### src/rtl/dm_present_chain_if.sv
// Handshake/bus bundle between dm_present_chain and its surroundings
// (message source, PRESENT_ENCRYPT core, digest consumer).
// slave modport = chaining controller side; master modport = environment side.
// err_timeout only exists when DM_PRESENT_TIMEOUT_EN is defined.
interface dm_present_chain_if;
  // message input side
  logic         msg_valid;
  logic         msg_ready;
  logic [127:0] msg_block;
  logic         msg_last;
  // PRESENT_ENCRYPT core side
  logic         enc_load;
  logic [63:0]  enc_plaintext;
  logic [127:0] enc_key;
  logic         enc_done;
  logic [63:0]  enc_ciphertext;
  // result / status
  logic [63:0]  digest;
  logic         digest_valid;
  logic         busy;
`ifdef DM_PRESENT_TIMEOUT_EN
  logic         err_timeout;
`endif

  modport slave (
    input  msg_valid, msg_block, msg_last, enc_done, enc_ciphertext,
    output msg_ready, enc_load, enc_plaintext, enc_key, digest, digest_valid, busy
`ifdef DM_PRESENT_TIMEOUT_EN
    , output err_timeout
`endif
  );

  modport master (
    output msg_valid, msg_block, msg_last, enc_done, enc_ciphertext,
    input  msg_ready, enc_load, enc_plaintext, enc_key, digest, digest_valid, busy
`ifdef DM_PRESENT_TIMEOUT_EN
    , input err_timeout
`endif
  );
endinterface

### src/rtl/dm_present_chain.sv
// Purpose: Davies-Meyer chaining controller around PRESENT_ENCRYPT (H <= E_msg(H) xor H).
// Latency: handshake->enc_load 1 cycle; core done edge->H update 2 cycles; digest_valid 1 cycle after UPDATE.
// Backpressure: msg_ready is high only in IDLE; one block in flight, nothing queued.
//
// Ports:
//   clk, reset : system clock, asynchronous active-high reset
//   bus        : dm_present_chain_if.slave (message handshake, core load/key/plaintext,
//                core done/ciphertext, digest/digest_valid, busy[, err_timeout])
// Optional feature macro: DM_PRESENT_TIMEOUT_EN -- bounds the WAIT state to TIMEOUT_CYCLES
// and adds the sticky err_timeout flag (TIMEOUT_CYCLES only exists in that build).
module dm_present_chain #(
  parameter logic [63:0] IV = 64'h0000000000000000
`ifdef DM_PRESENT_TIMEOUT_EN
  ,
  parameter int unsigned TIMEOUT_CYCLES = 64
`endif
) (
  input logic               clk,
  input logic               reset,
  dm_present_chain_if.slave bus
);

  typedef enum logic [2:0] {
    S_IDLE   = 3'd0,
    S_LOAD   = 3'd1,
    S_ARM    = 3'd2,
    S_WAIT   = 3'd3,
    S_UPDATE = 3'd4,
    S_DONE   = 3'd5
  } state_t;

  state_t       r_state;
  logic [63:0]  r_h;           // chaining value
  logic [63:0]  r_cipher;      // ciphertext captured on the done edge
  logic [63:0]  r_plaintext;
  logic [127:0] r_key;
  logic [63:0]  r_digest;
  logic         r_last;
  logic         r_done_q;      // previous enc_done, for edge detection
  logic         r_msg_ready;
  logic         r_enc_load;
  logic         r_digest_valid;
  logic         r_busy;

  logic         w_done_edge;
  logic [63:0]  w_h_next;

  // Only a rising edge counts: a done level left over from the previous
  // operation has already been absorbed into r_done_q by the ARM cycle.
  assign w_done_edge = bus.enc_done && !r_done_q;
  assign w_h_next    = r_cipher ^ r_h;

`ifdef DM_PRESENT_TIMEOUT_EN
  localparam int unsigned        CNT_W    = (TIMEOUT_CYCLES > 1) ? $clog2(TIMEOUT_CYCLES) : 1;
  localparam logic [CNT_W-1:0]   CNT_LAST = CNT_W'(TIMEOUT_CYCLES - 1);
  logic [CNT_W-1:0] r_wait_cnt;
  logic             r_err_timeout;
  assign bus.err_timeout = r_err_timeout;
`endif

  always_ff @(posedge clk or posedge reset) begin
    if (reset) begin
      r_state        <= S_IDLE;
      r_h            <= IV;
      r_cipher       <= 64'h0;
      r_plaintext    <= IV;
      r_key          <= 128'h0;
      r_digest       <= 64'h0;
      r_last         <= 1'b0;
      r_done_q       <= 1'b0;
      r_msg_ready    <= 1'b1;
      r_enc_load     <= 1'b0;
      r_digest_valid <= 1'b0;
      r_busy         <= 1'b0;
`ifdef DM_PRESENT_TIMEOUT_EN
      r_wait_cnt     <= '0;
      r_err_timeout  <= 1'b0;
`endif
    end else begin
      r_done_q       <= bus.enc_done;
      // single-cycle pulses, raised only on the transitions below
      r_enc_load     <= 1'b0;
      r_digest_valid <= 1'b0;

      case (r_state)
        S_IDLE: begin
          if (bus.msg_valid && r_msg_ready) begin
            r_key       <= bus.msg_block;
            r_last      <= bus.msg_last;
            r_plaintext <= r_h;
            r_enc_load  <= 1'b1;
            r_msg_ready <= 1'b0;
            r_busy      <= 1'b1;
            r_state     <= S_LOAD;
          end
        end

        S_LOAD: begin
          r_state <= S_ARM;
        end

        S_ARM: begin
`ifdef DM_PRESENT_TIMEOUT_EN
          r_wait_cnt <= '0;
`endif
          r_state <= S_WAIT;
        end

        S_WAIT: begin
          if (w_done_edge) begin
            r_cipher <= bus.enc_ciphertext;
            r_state  <= S_UPDATE;
          end
`ifdef DM_PRESENT_TIMEOUT_EN
          else if (r_wait_cnt == CNT_LAST) begin
            // abandon the message: chain restarts from IV, no digest
            r_err_timeout <= 1'b1;
            r_h           <= IV;
            r_msg_ready   <= 1'b1;
            r_busy        <= 1'b0;
            r_state       <= S_IDLE;
          end else begin
            r_wait_cnt <= r_wait_cnt + 1'b1;
          end
`endif
        end

        S_UPDATE: begin
          r_h <= w_h_next;
          if (r_last) begin
            r_digest       <= w_h_next;
            r_digest_valid <= 1'b1;
            r_state        <= S_DONE;
          end else begin
            r_msg_ready <= 1'b1;
            r_busy      <= 1'b0;
            r_state     <= S_IDLE;
          end
        end

        S_DONE: begin
          r_h         <= IV;
          r_msg_ready <= 1'b1;
          r_busy      <= 1'b0;
          r_state     <= S_IDLE;
        end

        default: begin
          r_msg_ready <= 1'b1;
          r_busy      <= 1'b0;
          r_state     <= S_IDLE;
        end
      endcase
    end
  end

  assign bus.msg_ready     = r_msg_ready;
  assign bus.enc_load      = r_enc_load;
  assign bus.enc_plaintext = r_plaintext;
  assign bus.enc_key       = r_key;
  assign bus.digest        = r_digest;
  assign bus.digest_valid  = r_digest_valid;
  assign bus.busy          = r_busy;

endmodule

### src/flat_wrapper.sv
// flat-port wrapper written by rule: the top's interface ports become plain ports
module dm_present_chain_flat 
#(
  parameter logic [63:0] IV = 64'h0000000000000000

)
  (clk, reset, bus_msg_valid, bus_msg_block, bus_msg_last, bus_enc_done, bus_enc_ciphertext, bus_msg_ready, bus_enc_load, bus_enc_plaintext, bus_enc_key, bus_digest, bus_digest_valid, bus_busy);
  dm_present_chain_if bus_i ();
  input logic clk;
  input logic reset;
  input wire logic [$bits(bus_i.msg_valid)-1:0] bus_msg_valid;
  input wire logic [$bits(bus_i.msg_block)-1:0] bus_msg_block;
  input wire logic [$bits(bus_i.msg_last)-1:0] bus_msg_last;
  input wire logic [$bits(bus_i.enc_done)-1:0] bus_enc_done;
  input wire logic [$bits(bus_i.enc_ciphertext)-1:0] bus_enc_ciphertext;
  output wire logic [$bits(bus_i.msg_ready)-1:0] bus_msg_ready;
  output wire logic [$bits(bus_i.enc_load)-1:0] bus_enc_load;
  output wire logic [$bits(bus_i.enc_plaintext)-1:0] bus_enc_plaintext;
  output wire logic [$bits(bus_i.enc_key)-1:0] bus_enc_key;
  output wire logic [$bits(bus_i.digest)-1:0] bus_digest;
  output wire logic [$bits(bus_i.digest_valid)-1:0] bus_digest_valid;
  output wire logic [$bits(bus_i.busy)-1:0] bus_busy;
  assign bus_i.msg_valid = bus_msg_valid;
  assign bus_i.msg_block = bus_msg_block;
  assign bus_i.msg_last = bus_msg_last;
  assign bus_i.enc_done = bus_enc_done;
  assign bus_i.enc_ciphertext = bus_enc_ciphertext;
  assign bus_msg_ready = bus_i.msg_ready;
  assign bus_enc_load = bus_i.enc_load;
  assign bus_enc_plaintext = bus_i.enc_plaintext;
  assign bus_enc_key = bus_i.enc_key;
  assign bus_digest = bus_i.digest;
  assign bus_digest_valid = bus_i.digest_valid;
  assign bus_busy = bus_i.busy;
  dm_present_chain #(.IV(IV)) u_core (.clk(clk), .reset(reset), .bus(bus_i));
endmodule
### config.mk
export PLATFORM = sky130hd
export DESIGN_NAME = dm_present_chain_flat
export DESIGN_NICKNAME = d
export VERILOG_FILES = /design/src/rtl/dm_present_chain_if.sv /design/src/rtl/dm_present_chain.sv /design/src/flat_wrapper.sv
export SDC_FILE = /design/constraint.sdc
export NUM_CORES = 1
export LEC_CHECK = 0
export ABC_AREA = 1
export BUFFER_PORTS_ARGS = -buffer_cell sky130_fd_sc_hd__buf_2
export CAP_MARGIN = 20
export CELL_PAD_IN_SITES_DETAIL_PLACEMENT = 2
export CELL_PAD_IN_SITES_GLOBAL_PLACEMENT = 2
export CORE_MARGIN = 2
export CORE_UTILIZATION = 30
export DETAILED_ROUTE_END_ITERATION = 16
export MAX_ROUTING_LAYER = met4
export PLACE_DENSITY = 0.85
export SYNTH_ARGS = -nofsm -noshare
export SYNTH_HDL_FRONTEND = slang
export SYNTH_SLANG_ARGS = --single-unit
### constraint.sdc
create_clock -name clk -period 13.1 [get_ports clk]
set_clock_uncertainty 0.15 [all_clocks]
set_input_delay 0.655 -clock clk [delete_from_list [all_inputs] [get_ports clk]]
set_output_delay 0.655 -clock clk [all_outputs]
set_load 0.005 [all_outputs]
==> impl_metrics.json <==
{
  "die_x_um": 230,
  "synth.net_count": 1882,
  "worstPathMaxFanout": 119,
  "powerDensity_nw_per_um2": 247,
  "slew_headroom_pct": 27.3,
  "slowest_stage": "sky130_fd_sc_hd__buf_4",
  "post-cts-setup-buffers": 0,
  "max_freq_ghz": 0.286,
  "tritoncts": "done",
  "synth.yosys.seq_area_share_pct": 64.0,
  "largest_net_degree_at_the_start_of_global_routing": 166,
  "drt_wl_total_um": 58700,
  "globalplace.congestion": 0.843,
  "io_buffers": 456,
  "timing.critical_path.required_ns": 13.44,
  "grt_use_total_pct": 22.8,
  "timing.final.hold_violations": 0,
  "ys_top_cells_by_area": "sky130_fd_sc_hd__dfrtp_1 (64%), sky130_fd_sc_hd__nand2_1 (22%), sky130_fd_sc_hd__nand3_1 (4.2%)",
  "detailed_place_hpwl_um": 38600,
  "criticalPathCategory": "flop to flop",
  "final_number_of_max_transition_violations": 0,
  "detailed_route_vias_per_instance": 4.77,
  "synth-async-reset-ratio_pct": 100,
  "cts.sink_count": 393,
  "height_of_the_die_um": 230,
  "drt-wirelength-per-cell_um": 20.8,
  "cts_max_path_buffers": 3,
  "postCtsResizedCells": 0,
  "cts-htree-levels": 2,
  "cp_slowest_stage_delay_ns": 0.83,
  "final_antenna_net_count": 0,
  "groute.layer.met3.usage_pct": 5.40,
  "dieArea_sq_um": 53100,
  "totalNegativeSetupSlack_ns": 0,
  "first_pass_iters": 5,
  "dominantRegCellSynth": "sky130_fd_sc_hd__dfrtp_1",
  "worst_setup_hold_path_clk_slew_ns": 0.06,
  "synth.lib_cells_used.distinct": 20,
  "grt_util_met2_pct": 37.9,
  "synth_edf_count": 0,
  "core_region_area_sq_um": 50400,
  "dp.cells": 2731,
  "synth_commonest_cells": "sky130_fd_sc_hd__nand2_1 (920), sky130_fd_sc_hd__dfrtp_1 (392), sky130_fd_sc_hd__nand3_1 (130)",
  "grt_first_pass_wirelength_um": 91200,
  "worstPathCellList": "nor2_2 > nand3_4 > inv_6 > buf_4 > nand2_1 > nand2_1",
  "cts-buffers-inserted": 45,
  "route.vias.total": 13400,
  "most_frequent_cell_on_critical_path": "sky130_fd_sc_hd__nand2_1",
  "synth_top_cell_by_area": "sky130_fd_sc_hd__dfrtp_1",
  "synthMostInstantiatedCell": "sky130_fd_sc_hd__nand2_1",
  "max_slew.worst_pin.slew_ns": 1.09,
  "timing.final.crit_share_pct": 26.7,
  "initial_utilization_pct": 30.5,
  "reg_to_reg_setup_timing_slack_ns": 9.60,
  "grt_pass1_vias": 15200,
  "layout-area-overhead-vs-synth_pct": 27.6,
  "finalCriticalPeriod_ns": 3.50,
  "clkLatencyLatePin_ns": 0.56,
  "setup.worst_path.start_class": "flop",
  "postLayoutCoreUtil_pct": 38.9,
  "peakVddDrop_uv": 91.3,
  "synth.ff_latch_count": 393,
  "grt.overflow.total": 0,
  "number_of_antenna_violations_at_the_first_check_in_global_routing": 9,
  "rows": 82,
  "synthCells": 1685,
  "power.total_mw": 4.85,
  "holdBufCountCts": 0,
  "grt_setup_unrepaired": "false",
  "drv_cap": 0,
  "end_kind": "flop",
  "setup_violations": 0,
  "io_pins": 457,
  "finalNetCount": 2303,
  "cp.arrival_ns": 3.84,
  "grt_use_met1_pct": 27.3,
  "drive_above_1_share_pct": 25.4,
  "ys.warnings.count": 0,
  "result_of_the_run": "completed",
  "cellLeakagePower_nw": 11.2,
  "layout.cells.non_filler": 2818,
  "grt.busiest_layer": "met2",
  "post_syn_area_per_cell_sq_um": 9.12,
  "netlist_area_sq_um": 15400,
  "synthDominantCellAreaShare_pct": 63.8,
  "min_path_type": "input port to async pin",
  "drt_iter0_markers": 782,
  "cts-root-buf": "sky130_fd_sc_hd__clkbuf_16",
  "drt_drc_violations_left": 0
}
==> cell type report <==
| type | instances | area [sq um] |
|---|---|---|
| diodes | 9 | 22.5 |
| clock buffers | 68 | 1290 |
| clock inverters | 10 | 83.8 |
| fillers | 5682 | 30800 |
| inverters | 14 | 65.1 |
| multi-input cells | 1184 | 5090 |
| flip-flops and latches | 393 | 9840 |
| well taps | 672 | 841 |
| repair buffers | 468 | 2380 |
==> power breakdown <==
group	internal (mW)	total, mW	switching [mW]
clock network	0.699	1.21	0.513
logic	0.601	1.51	0.912
registers	1.75	2.12	0.378
total	3.05	4.85	1.80
==> worst max-delay path, delay by kind of cell (launching register included) <==
kind / cells / cell delay (ns)
buffers and inverters: 2 / 1.65
and+or+nand+nor: 4 / 1.11
DFF: 1 / 0.43
==> layer usage <==
layer	part of all wire (%)	vias up
met1	41	6896
met4	3.0	0
met3	6.7	99
met2	49	383
met5	0	-
li1	-	6070
==> state kept, by name, indices dropped and copies added (netlist names) <==
| signal | cells |
|---|---|
| u_core.r_last | 1 |
| u_core.r_cipher | 64 |
| u_core.bus.enc_plaintext | 64 |
| u_core.r_state | 3 |
| u_core.bus.busy | 1 |
| u_core.r_h | 64 |
| u_core.r_done_q | 1 |
| u_core.bus.enc_key | 128 |
| u_core.bus.digest_valid | 1 |
| u_core.bus.digest | 64 |
| u_core.bus.enc_load | 1 |
| u_core.bus.msg_ready | 1 |
==> path summary, 6_finish.rpt <==
kind                                              start                            to  depth (start not counted)
hold / removal                                    reset        u_core.bus.enc_key[26]                          2
setup reg to reg                      u_core.r_state[0]        u_core.bus.enc_key[12]                          6
min in group clk                           bus_enc_done               u_core.r_done_q                          1
max in group asynchronous                         reset  u_core.bus.enc_plaintext[18]                          4
setup / recovery                      u_core.r_state[0]        u_core.bus.enc_key[12]                          6
hold reg to reg            u_core.bus.enc_plaintext[46]  u_core.bus.enc_plaintext[46]                          2
==> logic make-up after synthesis <==
kind of cell    share of synthesized area (%)
simple gates                             26.9
xor+xnor                                 3.65
flops                                    64.0
buf+inv                                  3.31
compound gates                           2.18
==> cells in the final DEF, fill, tap and decap left out <==
cell,n
sky130_fd_sc_hd__inv_8,1
sky130_fd_sc_hd__nor2_4,2
sky130_fd_sc_hd__clkbuf_1,17
sky130_fd_sc_hd__nor2_2,1
sky130_fd_sc_hd__o22ai_1,2
sky130_fd_sc_hd__dfrtp_1,392
sky130_fd_sc_hd__bufinv_16,1
sky130_fd_sc_hd__xor2_1,36
sky130_fd_sc_hd__inv_1,9
sky130_fd_sc_hd__clkbuf_8,4
sky130_fd_sc_hd__o21ai_0,60
sky130_fd_sc_hd__buf_4,11
sky130_fd_sc_hd__buf_2,456
sky130_fd_sc_hd__inv_6,2
sky130_fd_sc_hd__o21ai_1,2
sky130_fd_sc_hd__nand2_1,918
sky130_fd_sc_hd__clkinv_2,6
sky130_fd_sc_hd__clkinvlp_4,2
sky130_fd_sc_hd__xnor2_1,28
sky130_fd_sc_hd__buf_12,1
sky130_fd_sc_hd__nand2_4,2
sky130_fd_sc_hd__a21oi_1,1
sky130_fd_sc_hd__nand3_4,3
sky130_fd_sc_hd__clkbuf_16,47
sky130_fd_sc_hd__nand3_1,128
sky130_fd_sc_hd__inv_2,3
sky130_fd_sc_hd__a21boi_0,1
sky130_fd_sc_hd__dfstp_2,1
sky130_fd_sc_hd__diode_2,9
==> through the flow <==
stage / hold slack (ns) / cell area, sq um / setup WS [ns]
2_1_floorplan: 0.310 / 15400 / 1.37
3_3_place_gp: 0.307 / 18200 / 9.53
3_5_place_dp: 0.312 / 18200 / 9.27
4_1_cts: 0.0613 / 19600 / 9.40
5_1_grt: 0.0757 / 19600 / 9.22
6_report: 0.0144 / 19600 / 9.60
(Power assumes the default switching activity.)
